==> src/rtl/axi_lite_pkg.sv <==
// Shared AXI4-Lite types, field widths and helpers.
// Latency: n/a (declarations only).
// Backpressure: n/a.
package axi_lite_pkg;

  // Response code carried on B and R.
  typedef logic [1:0] resp_t;

  localparam resp_t RESP_OKAY   = 2'b00;
  localparam resp_t RESP_SLVERR = 2'b10;
  localparam resp_t RESP_DECERR = 2'b11;

  localparam int unsigned PROT_W = 3;
  localparam int unsigned RESP_W = 2;

  // One strobe bit per data byte; only 32- and 64-bit data are meaningful.
  function automatic int unsigned strb_w(input int unsigned data_w);
    return data_w / 8;
  endfunction

endpackage

==> src/rtl/axi_lite_if.sv <==
// AXI4-Lite link bundle (AW, W, B, AR, R) with master/slave views.
// Latency: n/a (wiring only).
// Backpressure: plain valid/ready on every channel.
interface axi_lite_if #(
  parameter int unsigned ADDR_WIDTH = 32,
  parameter int unsigned DATA_WIDTH = 32
);
  import axi_lite_pkg::*;

  localparam int unsigned STRB_W = strb_w(DATA_WIDTH);

  // Write address
  logic                  awvalid;
  logic                  awready;
  logic [ADDR_WIDTH-1:0] awaddr;
  logic [PROT_W-1:0]     awprot;
  // Write data
  logic                  wvalid;
  logic                  wready;
  logic [DATA_WIDTH-1:0] wdata;
  logic [STRB_W-1:0]     wstrb;
  // Write response
  logic                  bvalid;
  logic                  bready;
  resp_t                 bresp;
  // Read address
  logic                  arvalid;
  logic                  arready;
  logic [ADDR_WIDTH-1:0] araddr;
  logic [PROT_W-1:0]     arprot;
  // Read data
  logic                  rvalid;
  logic                  rready;
  logic [DATA_WIDTH-1:0] rdata;
  resp_t                 rresp;

  modport master (
    output awvalid, awaddr, awprot, input awready,
    output wvalid, wdata, wstrb, input wready,
    input bvalid, bresp, output bready,
    output arvalid, araddr, arprot, input arready,
    input rvalid, rdata, rresp, output rready
  );

  modport slave (
    input awvalid, awaddr, awprot, output awready,
    input wvalid, wdata, wstrb, output wready,
    output bvalid, bresp, input bready,
    input arvalid, araddr, arprot, output arready,
    output rvalid, rdata, rresp, input rready
  );

endinterface

==> src/rtl/axi_skid_buffer.sv <==
// Two-entry (main + skid) valid/ready register stage; BYPASS=1 turns it into wires.
// Latency: 1 cycle in->out registered, 0 cycles in bypass.
// Backpressure: in_ready is a flop equal to !skid_valid; held low in reset, high the first edge after.
module axi_skid_buffer #(
  parameter int unsigned WIDTH  = 32,
  parameter bit          BYPASS = 1'b0
) (
  input  logic             aclk,
  input  logic             aresetn,
  input  logic             in_valid,
  output logic             in_ready,
  input  logic [WIDTH-1:0] in_data,
  output logic             out_valid,
  input  logic             out_ready,
  output logic [WIDTH-1:0] out_data
);

  logic             main_valid_q, main_valid_d;
  logic             skid_valid_q, skid_valid_d;
  logic             in_ready_q, in_ready_d;
  logic [WIDTH-1:0] main_data_q, main_data_d;
  logic [WIDTH-1:0] skid_data_q, skid_data_d;
  logic             in_fire;
  logic             out_fire;

  // Next-state: drain main (refill from skid), then place any accepted beat.
  always_comb begin
    main_valid_d = main_valid_q;
    skid_valid_d = skid_valid_q;
    main_data_d  = main_data_q;
    skid_data_d  = skid_data_q;
    in_fire      = in_valid && in_ready_q;
    out_fire     = main_valid_q && out_ready;

    if (out_fire) begin
      if (skid_valid_q) begin
        main_valid_d = 1'b1;
        main_data_d  = skid_data_q;
        skid_valid_d = 1'b0;
      end else begin
        main_valid_d = 1'b0;
      end
    end

    // in_fire implies the skid is empty, so this never collides with the refill above.
    if (in_fire) begin
      if (!main_valid_q || out_fire) begin
        main_valid_d = 1'b1;
        main_data_d  = in_data;
      end else begin
        skid_valid_d = 1'b1;
        skid_data_d  = in_data;
      end
    end

    in_ready_d = !skid_valid_d;
  end

  // Control flops: cleared by reset, so buffered beats are dropped and ready stays low.
  always_ff @(posedge aclk or negedge aresetn) begin
    if (!aresetn) begin
      main_valid_q <= 1'b0;
      skid_valid_q <= 1'b0;
      in_ready_q   <= 1'b0;
    end else begin
      main_valid_q <= main_valid_d;
      skid_valid_q <= skid_valid_d;
      in_ready_q   <= in_ready_d;
    end
  end

  // Payload flops: no reset, they only matter while the matching valid is set.
  always_ff @(posedge aclk) begin
    main_data_q <= main_data_d;
    skid_data_q <= skid_data_d;
  end

  // In bypass the registers are left dangling and get pruned by synthesis.
  assign out_valid = BYPASS ? in_valid  : main_valid_q;
  assign out_data  = BYPASS ? in_data   : main_data_q;
  assign in_ready  = BYPASS ? out_ready : in_ready_q;

endmodule

==> src/rtl/axi_lite_reg_slice.sv <==
// AXI4-Lite register slice: one skid buffer per channel, per-channel bypass via REG_MASK {R,AR,B,W,AW}.
// Latency: 1 cycle per registered channel, 0 for bypassed ones; full throughput.
// Backpressure: every ready is a flop; a channel absorbs two stalled beats before dropping ready.
module axi_lite_reg_slice
  import axi_lite_pkg::*;
#(
  parameter int unsigned ADDR_WIDTH = 32,
  parameter int unsigned DATA_WIDTH = 32,
  parameter logic [4:0]  REG_MASK   = 5'b11111
) (
  input  logic      aclk,
  input  logic      aresetn,
  axi_lite_if.slave  s_if,
  axi_lite_if.master m_if
);

  localparam int unsigned AX_W = ADDR_WIDTH + PROT_W;
  localparam int unsigned W_W  = DATA_WIDTH + strb_w(DATA_WIDTH);
  localparam int unsigned B_W  = RESP_W;
  localparam int unsigned R_W  = DATA_WIDTH + RESP_W;

  logic [AX_W-1:0] aw_in_dat, aw_out_dat;
  logic [W_W-1:0]  w_in_dat,  w_out_dat;
  logic [B_W-1:0]  b_in_dat,  b_out_dat;
  logic [AX_W-1:0] ar_in_dat, ar_out_dat;
  logic [R_W-1:0]  r_in_dat,  r_out_dat;

  // Forward channels: upstream (s_if) to peripheral (m_if).
  assign aw_in_dat = {s_if.awaddr, s_if.awprot};
  assign {m_if.awaddr, m_if.awprot} = aw_out_dat;

  assign w_in_dat = {s_if.wdata, s_if.wstrb};
  assign {m_if.wdata, m_if.wstrb} = w_out_dat;

  assign ar_in_dat = {s_if.araddr, s_if.arprot};
  assign {m_if.araddr, m_if.arprot} = ar_out_dat;

  // Reverse channels: peripheral (m_if) back to upstream (s_if).
  assign b_in_dat   = m_if.bresp;
  assign s_if.bresp = b_out_dat;

  assign r_in_dat = {m_if.rdata, m_if.rresp};
  assign {s_if.rdata, s_if.rresp} = r_out_dat;

  axi_skid_buffer #(.WIDTH(AX_W), .BYPASS(!REG_MASK[0])) u_aw (
    .aclk      (aclk),
    .aresetn   (aresetn),
    .in_valid  (s_if.awvalid),
    .in_ready  (s_if.awready),
    .in_data   (aw_in_dat),
    .out_valid (m_if.awvalid),
    .out_ready (m_if.awready),
    .out_data  (aw_out_dat)
  );

  axi_skid_buffer #(.WIDTH(W_W), .BYPASS(!REG_MASK[1])) u_w (
    .aclk      (aclk),
    .aresetn   (aresetn),
    .in_valid  (s_if.wvalid),
    .in_ready  (s_if.wready),
    .in_data   (w_in_dat),
    .out_valid (m_if.wvalid),
    .out_ready (m_if.wready),
    .out_data  (w_out_dat)
  );

  axi_skid_buffer #(.WIDTH(B_W), .BYPASS(!REG_MASK[2])) u_b (
    .aclk      (aclk),
    .aresetn   (aresetn),
    .in_valid  (m_if.bvalid),
    .in_ready  (m_if.bready),
    .in_data   (b_in_dat),
    .out_valid (s_if.bvalid),
    .out_ready (s_if.bready),
    .out_data  (b_out_dat)
  );

  axi_skid_buffer #(.WIDTH(AX_W), .BYPASS(!REG_MASK[3])) u_ar (
    .aclk      (aclk),
    .aresetn   (aresetn),
    .in_valid  (s_if.arvalid),
    .in_ready  (s_if.arready),
    .in_data   (ar_in_dat),
    .out_valid (m_if.arvalid),
    .out_ready (m_if.arready),
    .out_data  (ar_out_dat)
  );

  axi_skid_buffer #(.WIDTH(R_W), .BYPASS(!REG_MASK[4])) u_r (
    .aclk      (aclk),
    .aresetn   (aresetn),
    .in_valid  (m_if.rvalid),
    .in_ready  (m_if.rready),
    .in_data   (r_in_dat),
    .out_valid (s_if.rvalid),
    .out_ready (s_if.rready),
    .out_data  (r_out_dat)
  );

endmodule

==> src/flat_wrapper.sv <==
// flat-port wrapper written by rule: the top's interface ports become plain ports
module axi_lite_reg_slice_flat import axi_lite_pkg::*;
#(
  parameter int unsigned ADDR_WIDTH = 32,
  parameter int unsigned DATA_WIDTH = 32,
  parameter logic [4:0]  REG_MASK   = 5'b11111
)
  (aclk, aresetn, s_if_awvalid, s_if_awaddr, s_if_awprot, s_if_awready, s_if_wvalid, s_if_wdata, s_if_wstrb, s_if_wready, s_if_bvalid, s_if_bresp, s_if_bready, s_if_arvalid, s_if_araddr, s_if_arprot, s_if_arready, s_if_rvalid, s_if_rdata, s_if_rresp, s_if_rready, m_if_awvalid, m_if_awaddr, m_if_awprot, m_if_awready, m_if_wvalid, m_if_wdata, m_if_wstrb, m_if_wready, m_if_bvalid, m_if_bresp, m_if_bready, m_if_arvalid, m_if_araddr, m_if_arprot, m_if_arready, m_if_rvalid, m_if_rdata, m_if_rresp, m_if_rready);
  axi_lite_if #(.ADDR_WIDTH(ADDR_WIDTH), .DATA_WIDTH(DATA_WIDTH)) s_if_i ();
  axi_lite_if #(.ADDR_WIDTH(ADDR_WIDTH), .DATA_WIDTH(DATA_WIDTH)) m_if_i ();
  input  logic aclk;
  input  logic aresetn;
  input wire logic [$bits(s_if_i.awvalid)-1:0] s_if_awvalid;
  input wire logic [$bits(s_if_i.awaddr)-1:0] s_if_awaddr;
  input wire logic [$bits(s_if_i.awprot)-1:0] s_if_awprot;
  output wire logic [$bits(s_if_i.awready)-1:0] s_if_awready;
  input wire logic [$bits(s_if_i.wvalid)-1:0] s_if_wvalid;
  input wire logic [$bits(s_if_i.wdata)-1:0] s_if_wdata;
  input wire logic [$bits(s_if_i.wstrb)-1:0] s_if_wstrb;
  output wire logic [$bits(s_if_i.wready)-1:0] s_if_wready;
  output wire logic [$bits(s_if_i.bvalid)-1:0] s_if_bvalid;
  output wire logic [$bits(s_if_i.bresp)-1:0] s_if_bresp;
  input wire logic [$bits(s_if_i.bready)-1:0] s_if_bready;
  input wire logic [$bits(s_if_i.arvalid)-1:0] s_if_arvalid;
  input wire logic [$bits(s_if_i.araddr)-1:0] s_if_araddr;
  input wire logic [$bits(s_if_i.arprot)-1:0] s_if_arprot;
  output wire logic [$bits(s_if_i.arready)-1:0] s_if_arready;
  output wire logic [$bits(s_if_i.rvalid)-1:0] s_if_rvalid;
  output wire logic [$bits(s_if_i.rdata)-1:0] s_if_rdata;
  output wire logic [$bits(s_if_i.rresp)-1:0] s_if_rresp;
  input wire logic [$bits(s_if_i.rready)-1:0] s_if_rready;
  output wire logic [$bits(m_if_i.awvalid)-1:0] m_if_awvalid;
  output wire logic [$bits(m_if_i.awaddr)-1:0] m_if_awaddr;
  output wire logic [$bits(m_if_i.awprot)-1:0] m_if_awprot;
  input wire logic [$bits(m_if_i.awready)-1:0] m_if_awready;
  output wire logic [$bits(m_if_i.wvalid)-1:0] m_if_wvalid;
  output wire logic [$bits(m_if_i.wdata)-1:0] m_if_wdata;
  output wire logic [$bits(m_if_i.wstrb)-1:0] m_if_wstrb;
  input wire logic [$bits(m_if_i.wready)-1:0] m_if_wready;
  input wire logic [$bits(m_if_i.bvalid)-1:0] m_if_bvalid;
  input wire logic [$bits(m_if_i.bresp)-1:0] m_if_bresp;
  output wire logic [$bits(m_if_i.bready)-1:0] m_if_bready;
  output wire logic [$bits(m_if_i.arvalid)-1:0] m_if_arvalid;
  output wire logic [$bits(m_if_i.araddr)-1:0] m_if_araddr;
  output wire logic [$bits(m_if_i.arprot)-1:0] m_if_arprot;
  input wire logic [$bits(m_if_i.arready)-1:0] m_if_arready;
  input wire logic [$bits(m_if_i.rvalid)-1:0] m_if_rvalid;
  input wire logic [$bits(m_if_i.rdata)-1:0] m_if_rdata;
  input wire logic [$bits(m_if_i.rresp)-1:0] m_if_rresp;
  output wire logic [$bits(m_if_i.rready)-1:0] m_if_rready;
  assign s_if_i.awvalid = s_if_awvalid;
  assign s_if_i.awaddr = s_if_awaddr;
  assign s_if_i.awprot = s_if_awprot;
  assign s_if_awready = s_if_i.awready;
  assign s_if_i.wvalid = s_if_wvalid;
  assign s_if_i.wdata = s_if_wdata;
  assign s_if_i.wstrb = s_if_wstrb;
  assign s_if_wready = s_if_i.wready;
  assign s_if_bvalid = s_if_i.bvalid;
  assign s_if_bresp = s_if_i.bresp;
  assign s_if_i.bready = s_if_bready;
  assign s_if_i.arvalid = s_if_arvalid;
  assign s_if_i.araddr = s_if_araddr;
  assign s_if_i.arprot = s_if_arprot;
  assign s_if_arready = s_if_i.arready;
  assign s_if_rvalid = s_if_i.rvalid;
  assign s_if_rdata = s_if_i.rdata;
  assign s_if_rresp = s_if_i.rresp;
  assign s_if_i.rready = s_if_rready;
  assign m_if_awvalid = m_if_i.awvalid;
  assign m_if_awaddr = m_if_i.awaddr;
  assign m_if_awprot = m_if_i.awprot;
  assign m_if_i.awready = m_if_awready;
  assign m_if_wvalid = m_if_i.wvalid;
  assign m_if_wdata = m_if_i.wdata;
  assign m_if_wstrb = m_if_i.wstrb;
  assign m_if_i.wready = m_if_wready;
  assign m_if_i.bvalid = m_if_bvalid;
  assign m_if_i.bresp = m_if_bresp;
  assign m_if_bready = m_if_i.bready;
  assign m_if_arvalid = m_if_i.arvalid;
  assign m_if_araddr = m_if_i.araddr;
  assign m_if_arprot = m_if_i.arprot;
  assign m_if_i.arready = m_if_arready;
  assign m_if_i.rvalid = m_if_rvalid;
  assign m_if_i.rdata = m_if_rdata;
  assign m_if_i.rresp = m_if_rresp;
  assign m_if_rready = m_if_i.rready;
  axi_lite_reg_slice #(.ADDR_WIDTH(ADDR_WIDTH), .DATA_WIDTH(DATA_WIDTH), .REG_MASK(REG_MASK)) u_core (.aclk(aclk), .aresetn(aresetn), .s_if(s_if_i), .m_if(m_if_i));
endmodule
==> config.mk <==
export PLATFORM = sky130hd
export DESIGN_NAME = axi_lite_reg_slice_flat
export DESIGN_NICKNAME = d
export VERILOG_FILES = /design/src/rtl/axi_lite_pkg.sv /design/src/rtl/axi_lite_if.sv /design/src/rtl/axi_skid_buffer.sv /design/src/rtl/axi_lite_reg_slice.sv /design/src/flat_wrapper.sv
export SDC_FILE = /design/constraint.sdc
export NUM_CORES = 1
export LEC_CHECK = 0
export CAP_MARGIN = 0
export CORE_ASPECT_RATIO = 0.5
export CORE_UTILIZATION = 49
export CTS_BUF_LIST = sky130_fd_sc_hd__clkbuf_4
export CTS_CLUSTER_DIAMETER = 150
export DETAILED_ROUTE_END_ITERATION = 10
export GPL_TIMING_DRIVEN = 0
export PLACE_DENSITY_LB_ADDON = 0.3
export SKIP_LAST_GASP = 1
export SLEW_MARGIN = 20
export SYNTH_ARGS = -nofsm -noshare
export SYNTH_HDL_FRONTEND = slang
export SYNTH_SLANG_ARGS = --single-unit
==> constraint.sdc <==
create_clock -name aclk -period 4.4 [get_ports aclk]
set_clock_uncertainty 0.1 [all_clocks]
set_input_delay 0.66 -clock aclk [delete_from_list [all_inputs] [get_ports aclk]]
set_output_delay 0.66 -clock aclk [all_outputs]
set_load 0.01 [all_outputs]
==> flow_metrics.tcl <==
set metrics [dict create \
    route.vias.total 9282 \
    fin_setup_tns_ns 0 \
    io_pins 306 \
    grt_pass1_vias 9307 \
    post_cts_buffers 0 \
    rrSetupSlack_ns 2.46 \
    tritoncts "done" \
    syn-instance-count 995 \
    viasPerCell 5.36 \
    cts_buffers 68 \
    ctsHoldBuffers 0 \
    die_h_um 107 \
    die_w_um 213 \
    worstPathCellList "clkdlybuf4s50_1" \
    yosysUniqueCellTypes 24 \
    cts_num_sinks 299 \
    ys_ff_latch 299 \
    die-area_mm2 0.0229 \
    avgSynthCellArea_um2 11.0 \
    syn_nets 1149 \
    grt_max_degree 32 \
    power_density_mw_per_mm2 689 \
    yosysWarnings 0 \
    cts_resized 0 \
    h-tree-depth 3 \
    area_delta_synth_final_pct 40.6 \
    fp-row-count 38 \
    cp.required_ns 3.64 \
    antenna_left 0 \
    p_leak_uw 0.00591 \
    drv_cap 0 \
    ir_drop_mv 0.369 \
    coreArea_mm2 0.0217 \
    drv_slew 0 \
    drtPass1Iterations 5 \
    relSlewSlack_pct 48.3 \
    synth_top_cell_by_area "edfxtp_1" \
    track_usage_pct 26.7 \
    rsz0062_at_grt "false" \
    seq_area_frac_synth_pct 68.6 \
    max_freq_mhz 403 \
    hold_class "input pin to async pin" \
    start_kind "flip-flop" \
    placedCellCount 1604 \
    fin_crit_sh_pct 56.3 \
    worst_ep_arrival_time_ns 1.72 \
    outcome "finished, final reports clean" \
    critPathBufInv 1 \
    routed_wirelength_um 30600 \
    slowest_stage "clkdlybuf4s50_1" \
    cts_max_path_buffers 3 \
    r2r_end "u_core.u_w.skid_data_q[7]" \
    drc 0 \
    antenna_found_initial 3 \
    worstReg2RegStart "u_core.u_w.out_valid" \
    finalNetCount 1528 \
    drt_iter0_markers 780 \
    root_buffer "clkbuf_4" \
    tightestPinTransition_ns 0.773 \
    finalHoldViolations 0 \
    slowest_delay_ns 0.60 \
    path_max_fanout 6 \
    final_layout_size_suffix_gt1_share_pct 11.4 \
    portBuffers 305 \
    gr-total-overflow 0 \
    synth_top_area_share_pct 39.1 \
    critPathTopFamily "buffers and inverters" \
    final-setup-viol-count 0 \
    initial_core_util_pct 50.2 \
    grt_pass1_wl_um 47500 \
    synthTopCellsByArea "edfxtp_1 (39%), dfxtp_1 (26%), nand2_1 (10%), a31oi_1 (7.5%), nor3_1 (6.4%)" \
    wl_per_cell_um 17.7 \
    dp_hpwl_um 20900 \
    worstSetupEndpointType "output pin" \
    path_clk_slew_ns 0.07 \
    stdcell_count 1731 \
    place_congestion 0.840 \
    hold_ws_ns 0.314 \
    path_class "flip-flop to output pin" \
    clk_latency_ns 0.70 \
    period_minus_slack_ns 2.48 \
    netlist_area_mm2 0.0109 \
    reg2reg_depth 4 \
]
layer usage:
layer  GRT usage [%]  part of all wire, %  up-vias
met5               0                0.049        -
met2            41.1                   47      383
met3            8.28                  7.6       78
met1            34.3                   42     4454
li1                -                    -     4365
met4            12.9                  3.6        2
kinds of logic after synthesis:
| logic type | Yosys count | synth area share [%] |
|---|---|---|
| muxes | 4 | 0.413 |
| DFF | 299 | 68.6 |
| buffers and inverters | 78 | 3.69 |
| AOI/OAI and AO/OA | 155 | 9.41 |
| and+or+nand+nor | 459 | 17.9 |
synthesized netlist by cell type:
cell type    n
buf_6       11
dfrtp_1     15
clkbuf_1    41
buf_1        1
nor2b_1      4
mux2_2       4
inv_1        5
a21oi_1      5
nand2b_1     1
a31oi_2     10
or2_1        3
buf_4        1
or2_2        1
nand3_1      6
dfxtp_1    142
a21o_1       5
nor3_1     140
nand2_1    295
nor2_1       1
o21ai_0      5
a31oi_1    130
and3_1       8
buf_2       19
edfxtp_1   142
final cells by class:
class	count	area [µm²]
Clock buffer	103	773
Sequential cell	299	7480
Buffer	73	384
Inverter	5	18.8
Tap cell	300	375
Antenna cell	2	5.00
Clock inverter	22	138
Multi-Input combinational cell	618	3020
Fill cell	1564	6390
Timing Repair Buffer	309	3130
placed cells by master (no fill, tap or decap), types with 2 or more instances in the layout:
cell type | netlist | final
mux2_2 | 4 | 4
inv_1 | 5 | 5
o21ai_0 | 5 | 5
diode_2 | 0 | 2
a21o_1 | 5 | 5
inv_2 | 0 | 2
a31oi_2 | 10 | 10
clkdlybuf4s50_1 | 0 | 305
clkinv_1 | 0 | 16
bufinv_16 | 0 | 2
nor2b_1 | 4 | 4
clkinv_2 | 0 | 2
and3_2 | 0 | 4
a21oi_1 | 5 | 5
dfrtp_1 | 15 | 15
or2_1 | 3 | 3
nand3_1 | 6 | 6
nand2_1 | 295 | 295
edfxtp_1 | 142 | 142
buf_2 | 19 | 19
buf_12 | 0 | 4
nor3_1 | 140 | 140
clkbuf_4 | 0 | 103
clkbuf_1 | 41 | 41
and3_1 | 8 | 4
dfxtp_1 | 142 | 142
a31oi_1 | 130 | 130
buf_6 | 11 | 11
registers in the layout, summed over array words and instances (netlist names), 2 cells and up:
| register | cells |
|---|---|
| u_core.u_b.out_data | 2 |
| u_core.u_ar.out_data | 35 |
| u_core.u_aw.out_data | 35 |
| u_core.u_w.skid_data_q | 36 |
| u_core.u_aw.skid_data_q | 35 |
| u_core.u_r.skid_data_q | 34 |
| u_core.u_w.out_data | 36 |
| u_core.u_ar.skid_data_q | 35 |
| u_core.u_r.out_data | 34 |
| u_core.u_b.skid_data_q | 2 |
power breakdown:
part | internal, µW | switching [µW] | leakage (µW)
logic | 1990 | 1930 | 0.00269
clock network | 1190 | 1110 | 0.000544
registers | 3860 | 485 | 0.00267
worst max path at each step:
stage,start,end,slack (ns),depth (start not counted)
after floorplan,m_if_wready,u_core.u_w.skid_data_q[0],1.98,3
after global placement,m_if_wready,u_core.u_w.skid_data_q[17],0.98,4
after detailed placement,m_if_wready,u_core.u_w.skid_data_q[18],1.74,5
after CTS,u_core.u_w.out_valid,m_if_wvalid,1.85,1
after global routing,u_core.u_r.out_valid,s_if_rvalid,1.82,1
final,u_core.u_r.out_valid,s_if_rvalid,1.92,1
through the flow:
stage	util (%)	total power, µW	cell area (µm²)	setup WS [ns]
finish	70.6	10600	15300	1.92
global route	70.6	11200	15300	1.82
CTS	70.5	10600	15300	1.85
detailed placement	66.4	8290	14400	1.74
global placement	66.0	8130	14300	0.976
floorplan	-	6100	10900	1.98
Power figures use the tool's default switching activity.
